`config.mk`:
```
export PLATFORM = sky130hd
export DESIGN_NAME = id_ex_stage_flat
export DESIGN_NICKNAME = d
export VERILOG_FILES = /design/src/rtl/cpu_pipe_pkg.sv /design/src/rtl/id_ex_stage_if.sv /design/src/rtl/id_ex_hazard.sv /design/src/rtl/id_ex_stage.sv /design/src/flat_wrapper.sv
export SDC_FILE = /design/constraint.sdc
export NUM_CORES = 1
export LEC_CHECK = 0
export BUFFER_PORTS_ARGS = -buffer_cell sky130_fd_sc_hd__buf_2
export CORE_ASPECT_RATIO = 0.9
export CORE_UTILIZATION = 30
export CTS_BUF_LIST = sky130_fd_sc_hd__clkbuf_8 sky130_fd_sc_hd__clkbuf_16
export CTS_CLUSTER_DIAMETER = 150
export CTS_CLUSTER_SIZE = 10
export DETAILED_ROUTE_END_ITERATION = 10
export SYNTH_ARGS = -nofsm -noshare
export SYNTH_HDL_FRONTEND = slang
export SYNTH_SLANG_ARGS = --single-unit
```
`constraint.sdc`:
```
create_clock -name clk -period 3.94 [get_ports clk]
set_clock_uncertainty 0.2 [all_clocks]
set_input_delay 0.394 -clock clk [delete_from_list [all_inputs] [get_ports clk]]
set_output_delay 0.394 -clock clk [all_outputs]
set_load 0.01 [all_outputs]
```
`src/rtl/cpu_pipe_pkg.sv`:
```
// Shared pipeline types and widths for the decode/execute/memory stages.
package cpu_pipe_pkg;

  localparam int unsigned DATA_W  = 32;
  localparam int unsigned REG_AW  = 3;
  localparam int unsigned ALUOP_W = 4;
  localparam int unsigned CNT_W   = 16;

  typedef enum logic [ALUOP_W-1:0] {
    ALU_ADD  = 4'd0,
    ALU_SUB  = 4'd1,
    ALU_AND  = 4'd2,
    ALU_OR   = 4'd3,
    ALU_XOR  = 4'd4,
    ALU_SLL  = 4'd5,
    ALU_SRL  = 4'd6,
    ALU_SRA  = 4'd7,
    ALU_SLT  = 4'd8,
    ALU_SLTU = 4'd9
  } alu_op_e;

  // Control word carried from ID into EX and onward into the ex_mem stage.
  typedef struct packed {
    logic               regwrite;
    logic               memread;
    logic               memwrite;
    logic [ALUOP_W-1:0] alu_op;
    logic [REG_AW-1:0]  ws;
    logic               valid;
  } id_ex_ctrl_t;

  // True when a destination register ws matches a source the instruction actually reads.
  function automatic logic src_hit(input logic use1, input logic [REG_AW-1:0] rs1,
                                   input logic use2, input logic [REG_AW-1:0] rs2,
                                   input logic [REG_AW-1:0] ws);
    return (use1 && (rs1 == ws)) || (use2 && (rs2 == ws));
  endfunction

endpackage

```
`src/rtl/id_ex_stage_if.sv`:
```
// Decode-side, execute-side and bypass buses of the ID/EX pipeline register.
interface id_ex_stage_if;
  import cpu_pipe_pkg::*;

  logic                ID_valid;
  logic [REG_AW-1:0]   ID_rs1, ID_rs2, ID_ws;
  logic                ID_use_rs1, ID_use_rs2;
  logic [DATA_W-1:0]   ID_rd1, ID_rd2, ID_imm;
  logic                ID_regwrite, ID_memread, ID_memwrite;
  logic [ALUOP_W-1:0]  ID_alu_op;
  logic                EX_hold, EX_flush;
  logic                MEM_regwrite;
  logic [REG_AW-1:0]   MEM_ws;
  logic [DATA_W-1:0]   MEM_result;
  logic                WB_regwrite;
  logic [REG_AW-1:0]   WB_ws;
  logic [DATA_W-1:0]   WB_wd;

  logic                ID_stall;
  logic                EX_valid, EX_regwrite, EX_memread, EX_memwrite;
  logic [REG_AW-1:0]   EX_ws;
  logic [ALUOP_W-1:0]  EX_alu_op;
  logic [DATA_W-1:0]   EX_op1, EX_op2, EX_imm;
  logic [CNT_W-1:0]    bubble_cnt;

  modport master (
    output ID_valid, ID_rs1, ID_rs2, ID_ws, ID_use_rs1, ID_use_rs2, ID_rd1, ID_rd2, ID_imm,
           ID_regwrite, ID_memread, ID_memwrite, ID_alu_op, EX_hold, EX_flush,
           MEM_regwrite, MEM_ws, MEM_result, WB_regwrite, WB_ws, WB_wd,
    input  ID_stall, EX_valid, EX_regwrite, EX_memread, EX_memwrite, EX_ws, EX_alu_op,
           EX_op1, EX_op2, EX_imm, bubble_cnt
  );

  modport slave (
    input  ID_valid, ID_rs1, ID_rs2, ID_ws, ID_use_rs1, ID_use_rs2, ID_rd1, ID_rd2, ID_imm,
           ID_regwrite, ID_memread, ID_memwrite, ID_alu_op, EX_hold, EX_flush,
           MEM_regwrite, MEM_ws, MEM_result, WB_regwrite, WB_ws, WB_wd,
    output ID_stall, EX_valid, EX_regwrite, EX_memread, EX_memwrite, EX_ws, EX_alu_op,
           EX_op1, EX_op2, EX_imm, bubble_cnt
  );
endinterface

```
`src/rtl/id_ex_hazard.sv`:
```
// Combinational operand forwarding and hazard detection for the ID/EX stage.
// Build option ID_EX_FWD_EN: forward from MEM and stall only on load-use;
// otherwise only the WB bypass exists and any pending EX/MEM write to a used
// source stalls decode.
module id_ex_hazard
  import cpu_pipe_pkg::*;
(
  input  logic              id_valid,
  input  logic [REG_AW-1:0] rs1,
  input  logic [REG_AW-1:0] rs2,
  input  logic              use_rs1,
  input  logic              use_rs2,
  input  logic [DATA_W-1:0] rd1,
  input  logic [DATA_W-1:0] rd2,
  input  logic              ex_valid,
  input  logic              ex_memread,
  input  logic              ex_regwrite,
  input  logic [REG_AW-1:0] ex_ws,
  input  logic              mem_regwrite,
  input  logic [REG_AW-1:0] mem_ws,
  input  logic [DATA_W-1:0] mem_result,
  input  logic              wb_regwrite,
  input  logic [REG_AW-1:0] wb_ws,
  input  logic [DATA_W-1:0] wb_wd,
  output logic [DATA_W-1:0] op1_c,
  output logic [DATA_W-1:0] op2_c,
  output logic              hazard_c
);

  logic ex_hit;
  logic mem_hit;

  assign ex_hit  = ex_valid && src_hit(use_rs1, rs1, use_rs2, rs2, ex_ws);
  assign mem_hit = mem_regwrite && src_hit(use_rs1, rs1, use_rs2, rs2, mem_ws);

  // Operand select: MEM result over WB write over register-file read.
  always_comb begin
    op1_c = rd1;
    op2_c = rd2;
    if (wb_regwrite && (wb_ws == rs1)) op1_c = wb_wd;
    if (wb_regwrite && (wb_ws == rs2)) op2_c = wb_wd;
`ifdef ID_EX_FWD_EN
    if (mem_regwrite && (mem_ws == rs1)) op1_c = mem_result;
    if (mem_regwrite && (mem_ws == rs2)) op2_c = mem_result;
`endif
  end

`ifdef ID_EX_FWD_EN
  logic unused_fwd;
  assign unused_fwd = ex_regwrite ^ mem_hit;
`else
  logic unused_fwd;
  assign unused_fwd = ^mem_result;
`endif

  // Hazard: a load in EX always stalls; without MEM forwarding any pending write does.
  always_comb begin
    hazard_c = 1'b0;
    if (ex_hit && ex_memread) hazard_c = 1'b1;
`ifndef ID_EX_FWD_EN
    if (ex_hit && ex_regwrite) hazard_c = 1'b1;
    if (mem_hit) hazard_c = 1'b1;
`endif
    hazard_c = hazard_c && id_valid;
  end

endmodule

```
`src/rtl/id_ex_stage.sv`:
```
// ID/EX pipeline register with forwarding, load-use stall and bubble counting.
// Build option ID_EX_FWD_EN enables forwarding from the MEM stage (see id_ex_hazard).
module id_ex_stage
  import cpu_pipe_pkg::*;
(
  input  logic         clk,
  input  logic         reset,
  id_ex_stage_if.slave bus
);

  id_ex_ctrl_t       ex_ctrl;
  id_ex_ctrl_t       id_ctrl_c;
  logic [DATA_W-1:0] ex_op1, ex_op2, ex_imm;
  logic [DATA_W-1:0] op1_c, op2_c;
  logic              hazard_c;
  logic [CNT_W-1:0]  cnt;

  id_ex_hazard u_hazard (
    .id_valid     (bus.ID_valid),
    .rs1          (bus.ID_rs1),
    .rs2          (bus.ID_rs2),
    .use_rs1      (bus.ID_use_rs1),
    .use_rs2      (bus.ID_use_rs2),
    .rd1          (bus.ID_rd1),
    .rd2          (bus.ID_rd2),
    .ex_valid     (ex_ctrl.valid),
    .ex_memread   (ex_ctrl.memread),
    .ex_regwrite  (ex_ctrl.regwrite),
    .ex_ws        (ex_ctrl.ws),
    .mem_regwrite (bus.MEM_regwrite),
    .mem_ws       (bus.MEM_ws),
    .mem_result   (bus.MEM_result),
    .wb_regwrite  (bus.WB_regwrite),
    .wb_ws        (bus.WB_ws),
    .wb_wd        (bus.WB_wd),
    .op1_c        (op1_c),
    .op2_c        (op2_c),
    .hazard_c     (hazard_c)
  );

  // Decoded control word; an invalid decode slot enters EX as an all-zero bubble.
  always_comb begin
    id_ctrl_c = '0;
    if (bus.ID_valid) begin
      id_ctrl_c.regwrite = bus.ID_regwrite;
      id_ctrl_c.memread  = bus.ID_memread;
      id_ctrl_c.memwrite = bus.ID_memwrite;
      id_ctrl_c.alu_op   = bus.ID_alu_op;
      id_ctrl_c.ws       = bus.ID_ws;
      id_ctrl_c.valid    = 1'b1;
    end
  end

  // Pipeline register: flush beats hold beats hazard bubble beats normal capture.
  always_ff @(posedge clk or posedge reset) begin
    if (reset) begin
      ex_ctrl <= '0;
      ex_op1  <= '0;
      ex_op2  <= '0;
      ex_imm  <= '0;
      cnt     <= '0;
    end else if (bus.EX_flush) begin
      ex_ctrl <= '0;
    end else if (!bus.EX_hold) begin
      if (hazard_c) begin
        ex_ctrl <= '0;
        if (cnt != '1) cnt <= cnt + CNT_W'(1);
      end else begin
        ex_ctrl <= id_ctrl_c;
        ex_op1  <= op1_c;
        ex_op2  <= op2_c;
        ex_imm  <= bus.ID_imm;
      end
    end
  end

  assign bus.ID_stall    = !reset && (hazard_c || bus.EX_hold);
  assign bus.EX_valid    = ex_ctrl.valid;
  assign bus.EX_regwrite = ex_ctrl.regwrite;
  assign bus.EX_memread  = ex_ctrl.memread;
  assign bus.EX_memwrite = ex_ctrl.memwrite;
  assign bus.EX_ws       = ex_ctrl.ws;
  assign bus.EX_alu_op   = ex_ctrl.alu_op;
  assign bus.EX_op1      = ex_op1;
  assign bus.EX_op2      = ex_op2;
  assign bus.EX_imm      = ex_imm;
  assign bus.bubble_cnt  = cnt;

endmodule

```
`src/flat_wrapper.sv`:
```
// flat-port wrapper written by rule: the top's interface ports become plain ports
module id_ex_stage_flat import cpu_pipe_pkg::*;
  (clk, reset, bus_ID_valid, bus_ID_rs1, bus_ID_rs2, bus_ID_ws, bus_ID_use_rs1, bus_ID_use_rs2, bus_ID_rd1, bus_ID_rd2, bus_ID_imm, bus_ID_regwrite, bus_ID_memread, bus_ID_memwrite, bus_ID_alu_op, bus_EX_hold, bus_EX_flush, bus_MEM_regwrite, bus_MEM_ws, bus_MEM_result, bus_WB_regwrite, bus_WB_ws, bus_WB_wd, bus_ID_stall, bus_EX_valid, bus_EX_regwrite, bus_EX_memread, bus_EX_memwrite, bus_EX_ws, bus_EX_alu_op, bus_EX_op1, bus_EX_op2, bus_EX_imm, bus_bubble_cnt);
  id_ex_stage_if bus_i ();
  input  logic clk;
  input  logic reset;
  input wire logic [$bits(bus_i.ID_valid)-1:0] bus_ID_valid;
  input wire logic [$bits(bus_i.ID_rs1)-1:0] bus_ID_rs1;
  input wire logic [$bits(bus_i.ID_rs2)-1:0] bus_ID_rs2;
  input wire logic [$bits(bus_i.ID_ws)-1:0] bus_ID_ws;
  input wire logic [$bits(bus_i.ID_use_rs1)-1:0] bus_ID_use_rs1;
  input wire logic [$bits(bus_i.ID_use_rs2)-1:0] bus_ID_use_rs2;
  input wire logic [$bits(bus_i.ID_rd1)-1:0] bus_ID_rd1;
  input wire logic [$bits(bus_i.ID_rd2)-1:0] bus_ID_rd2;
  input wire logic [$bits(bus_i.ID_imm)-1:0] bus_ID_imm;
  input wire logic [$bits(bus_i.ID_regwrite)-1:0] bus_ID_regwrite;
  input wire logic [$bits(bus_i.ID_memread)-1:0] bus_ID_memread;
  input wire logic [$bits(bus_i.ID_memwrite)-1:0] bus_ID_memwrite;
  input wire logic [$bits(bus_i.ID_alu_op)-1:0] bus_ID_alu_op;
  input wire logic [$bits(bus_i.EX_hold)-1:0] bus_EX_hold;
  input wire logic [$bits(bus_i.EX_flush)-1:0] bus_EX_flush;
  input wire logic [$bits(bus_i.MEM_regwrite)-1:0] bus_MEM_regwrite;
  input wire logic [$bits(bus_i.MEM_ws)-1:0] bus_MEM_ws;
  input wire logic [$bits(bus_i.MEM_result)-1:0] bus_MEM_result;
  input wire logic [$bits(bus_i.WB_regwrite)-1:0] bus_WB_regwrite;
  input wire logic [$bits(bus_i.WB_ws)-1:0] bus_WB_ws;
  input wire logic [$bits(bus_i.WB_wd)-1:0] bus_WB_wd;
  output wire logic [$bits(bus_i.ID_stall)-1:0] bus_ID_stall;
  output wire logic [$bits(bus_i.EX_valid)-1:0] bus_EX_valid;
  output wire logic [$bits(bus_i.EX_regwrite)-1:0] bus_EX_regwrite;
  output wire logic [$bits(bus_i.EX_memread)-1:0] bus_EX_memread;
  output wire logic [$bits(bus_i.EX_memwrite)-1:0] bus_EX_memwrite;
  output wire logic [$bits(bus_i.EX_ws)-1:0] bus_EX_ws;
  output wire logic [$bits(bus_i.EX_alu_op)-1:0] bus_EX_alu_op;
  output wire logic [$bits(bus_i.EX_op1)-1:0] bus_EX_op1;
  output wire logic [$bits(bus_i.EX_op2)-1:0] bus_EX_op2;
  output wire logic [$bits(bus_i.EX_imm)-1:0] bus_EX_imm;
  output wire logic [$bits(bus_i.bubble_cnt)-1:0] bus_bubble_cnt;
  assign bus_i.ID_valid = bus_ID_valid;
  assign bus_i.ID_rs1 = bus_ID_rs1;
  assign bus_i.ID_rs2 = bus_ID_rs2;
  assign bus_i.ID_ws = bus_ID_ws;
  assign bus_i.ID_use_rs1 = bus_ID_use_rs1;
  assign bus_i.ID_use_rs2 = bus_ID_use_rs2;
  assign bus_i.ID_rd1 = bus_ID_rd1;
  assign bus_i.ID_rd2 = bus_ID_rd2;
  assign bus_i.ID_imm = bus_ID_imm;
  assign bus_i.ID_regwrite = bus_ID_regwrite;
  assign bus_i.ID_memread = bus_ID_memread;
  assign bus_i.ID_memwrite = bus_ID_memwrite;
  assign bus_i.ID_alu_op = bus_ID_alu_op;
  assign bus_i.EX_hold = bus_EX_hold;
  assign bus_i.EX_flush = bus_EX_flush;
  assign bus_i.MEM_regwrite = bus_MEM_regwrite;
  assign bus_i.MEM_ws = bus_MEM_ws;
  assign bus_i.MEM_result = bus_MEM_result;
  assign bus_i.WB_regwrite = bus_WB_regwrite;
  assign bus_i.WB_ws = bus_WB_ws;
  assign bus_i.WB_wd = bus_WB_wd;
  assign bus_ID_stall = bus_i.ID_stall;
  assign bus_EX_valid = bus_i.EX_valid;
  assign bus_EX_regwrite = bus_i.EX_regwrite;
  assign bus_EX_memread = bus_i.EX_memread;
  assign bus_EX_memwrite = bus_i.EX_memwrite;
  assign bus_EX_ws = bus_i.EX_ws;
  assign bus_EX_alu_op = bus_i.EX_alu_op;
  assign bus_EX_op1 = bus_i.EX_op1;
  assign bus_EX_op2 = bus_i.EX_op2;
  assign bus_EX_imm = bus_i.EX_imm;
  assign bus_bubble_cnt = bus_i.bubble_cnt;
  id_ex_stage u_core (.clk(clk), .reset(reset), .bus(bus_i));
endmodule
```
==> metrics <==
die height=133 um; total number of vias=4,937; Pre-antenna DRT Iters=5; Tmin final=2.83 ns; CTS tree=built; postcts setup bufs=0; Metal-1 WL=7.39 mm; fraction of registers with async set/reset=100%; most frequent standard cell in the layout excluding fill and tap cells=buf_2; wire length of the first global-routing pass=27.2 mm; count of pins over their slew limit=0; Seq cells post-synth=123; Die Outline Area=0.0197 mm^2; final number of hold-violating endpoints=3; sort of element at the end of the critical path=output port; main combinational cell family by area after synthesis=multiplexers; register share of total power=38.9%; sequential fraction of the synthesis area=53.7%; layout cell share with drive strength beyond 1=45.3%; Congestion Overflow GR=0; worst hold path type=input port to async pin; Boundary Pins=315; warnings from Yosys=0; cells after synthesis=479; count of flip-flops with a built-in enable after synthesis=0; Arr. time, crit path=2.24 ns; routability cong.=0.764; cell area after layout=0.00829 mm^2; maximum operating frequency=0.353 GHz; top library cells by usage in the layout, fill and taps aside=buf_2, a21oi_1, dfrtp_1; Worst Max-Slew Pin Slew=1.08 ns; HPWL reported at the end of detailed placement=11.9 mm; status=complete, but fails checks; largest net degree at the start of global routing=75; number of clock sinks=123; nets=980; CP Data Required Time=3.35 ns; cts-stage hold buffer count=31; antenna violations before repair=0; max-cap check violation count=0; type of the worst setup path=flip-flop to output port; dominant synthesized flop cell=dfrtp_1; GR Util All Layers=17.9%; count of H-tree levels built during CTS=4; number of DRC markers after the initial detailed-route iteration=143; total core area=0.0186 mm^2; number of nets produced by synthesis=671; leakage component of the power=4.36 nW; synthesized cell area=0.00574 mm^2; number of inserted filler cells in the final layout=1,794; Clk Tree Root Cell=clkbuf_16; instance area after placement=0.00734 mm^2; share of total power consumed by net switching=27.2%; number of nets still failing antenna checks after routing=0; total placed cells including tap cells=982; top fanout value on the critical path=65; Netlist cell types=27; top layer reached by signal wires=met4; antenna diode instance count=0; Clk Latency, worst-skew pair=0.41 ns; share of the synthesized area in compound gates (AO/OA/AOI/OAI)=13.7%; number of buffers on the longest clock path=2; final std cells w/o fill=1,046; routed length on met2=8.59 mm; total wire length after detailed routing=17.4 mm; Clock power frac=41.9%; Power Total=0.00392 W; number of setup violations in the final report=0; vias in the first global route=5,083; Setup crit start=u_core.bus.EX_ws[2]; Max rail drop VDD=0.000234 V; detailed-routed wire length on met3=1.30 mm; Synth Area in Simple Gates=3.51%; Internal Dissipation=0.00285 W; Switching Power=0.00107 W; clock input transition at the sequential cells of the worst setup and hold paths=0.06 ns; Final Hold Slack=-0.00244 ns; unrepaired setup endpoints after global routing=no; Critical Path Source Type=flip-flop; violations in the final reports=hold timing; Num CTS Buffers=17; remaining design rule violation count=0; total negative setup slack=0 ns; quantity of I/O buffers inserted on ports=282; area grow syn2layout=44.4%; area taken by multi-input logic gates=0.00243 mm^2; quantity of gates resized following cts=0; Site Rows=47; initial core utilization=30.9%; Avg WL per Cell=16.7 um; width of the die=148 um; Max transition margin=27.5%; Adder-Cell Fraction of Synth Area=0.218%; mean instance size in the synthesized netlist=12.0 um^2; Worst R2R Start=u_core.bus.bubble_cnt[0]; register area=0.00308 mm^2; fin crit share=71.9%; post-detailed-route via-to-cell ratio=4.72; power density relative to cell area=473 mW/mm^2; Comb pwr share=19.2%; proportion of synthesized area in mux cells=19.6%; fraction of synthesized cell area in xor and xnor cells=5.04%
[path summary, 6_finish.rpt]
kind / endpoint / slack [ns] / cells after the start
max: bus_ID_stall / 1.11 / 7
min: u_core.bus.EX_imm[30] / -0.002 / 2
max reg2reg: u_core.bus.bubble_cnt[1] / 1.34 / 6
min reg2reg: u_core.bus.bubble_cnt[7] / 0.29 / 1
max in group asynchronous: u_core.bus.EX_op1[27] / 2.75 / 3
min in group clk: u_core.bus.EX_imm[6] / 0.02 / 2
[worst max-delay path, cell delays in order, from the launching register on]
cell     delay (ns)
dfrtp_1        0.45
xnor2_1        0.16
nand4_1        0.11
a21oi_2        0.10
o21ai_4        0.13
buf_4          0.57
a21oi_1        0.14
buf_2          0.17
[registers in the layout, indices dropped and copies added (netlist names)]
| name | flops |
|---|---|
| u_core.bus.EX_imm | 32 |
| u_core.bus.EX_alu_op | 4 |
| u_core.bus.EX_regwrite | 1 |
| u_core.bus.EX_valid | 1 |
| u_core.bus.EX_memwrite | 1 |
| u_core.bus.EX_memread | 1 |
| u_core.bus.EX_op1 | 32 |
| u_core.bus.bubble_cnt | 16 |
| u_core.bus.EX_op2 | 32 |
| u_core.bus.EX_ws | 3 |
[stage by stage]
step	setup WS [ns]	utilization, %
after floorplan	0.0751	-
after global placement	1.10	39.5
after detailed placement	1.08	39.5
after CTS	1.02	44.5
after global routing	0.893	44.6
final	1.11	44.6
[cell type report]
class | instances | area share, %
Clock buffer | 20 | 5.63
Sequential cell | 123 | 37.1
Multi-Input combinational cell | 317 | 29.4
Tap cell | 245 | 3.70
Timing Repair Buffer | 324 | 22.0
Clock inverter | 12 | 1.95
Inverter | 5 | 0.257
[cell families after synthesis]
logic type      count (synthesis)
fa+ha+maj                       1
compound gates                146
xor+xnor                       33
mux                            97
simple gates                   40
flops                         123
buf+inv                        39
[synth_stat cells, drive strengths merged (3+ instances only)]
cell type | n | share of area (%)
a22o | 10 | 1.5
nor2 | 6 | 0.39
xor2 | 12 | 1.8
nand2 | 7 | 0.46
mux2i | 64 | 11
buf | 21 | 3.1
dfrtp | 123 | 54
inv | 5 | 0.33
mux2 | 33 | 8.4
nor3 | 9 | 0.79
clkbuf | 13 | 0.85
nor4 | 4 | 0.44
a21oi | 130 | 11
xnor2 | 21 | 3.2
o21ai | 3 | 0.26
nand3 | 4 | 0.35
nand4 | 9 | 0.98
[per-layer routing]
| metal | vias up | track usage [%] |
|---|---|---|
| met2 | 189 | 30.4 |
| met1 | 2385 | 21.5 |
| li1 | 2350 | - |
| met4 | 0 | 4.58 |
| met5 | - | 0 |
| met3 | 13 | 6.27 |
[power groups by stage]
stage	combinational (W)	clock, W	sequential [W]
after floorplan	0.000311	0	0.00163
after global placement	0.000728	0	0.00154
after detailed placement	0.000738	0	0.00154
after CTS	0.000762	0.00169	0.00152
after global routing	0.000823	0.00175	0.00155
final	0.000751	0.00164	0.00153
Note: power is estimated with default switching activity, not from simulation.
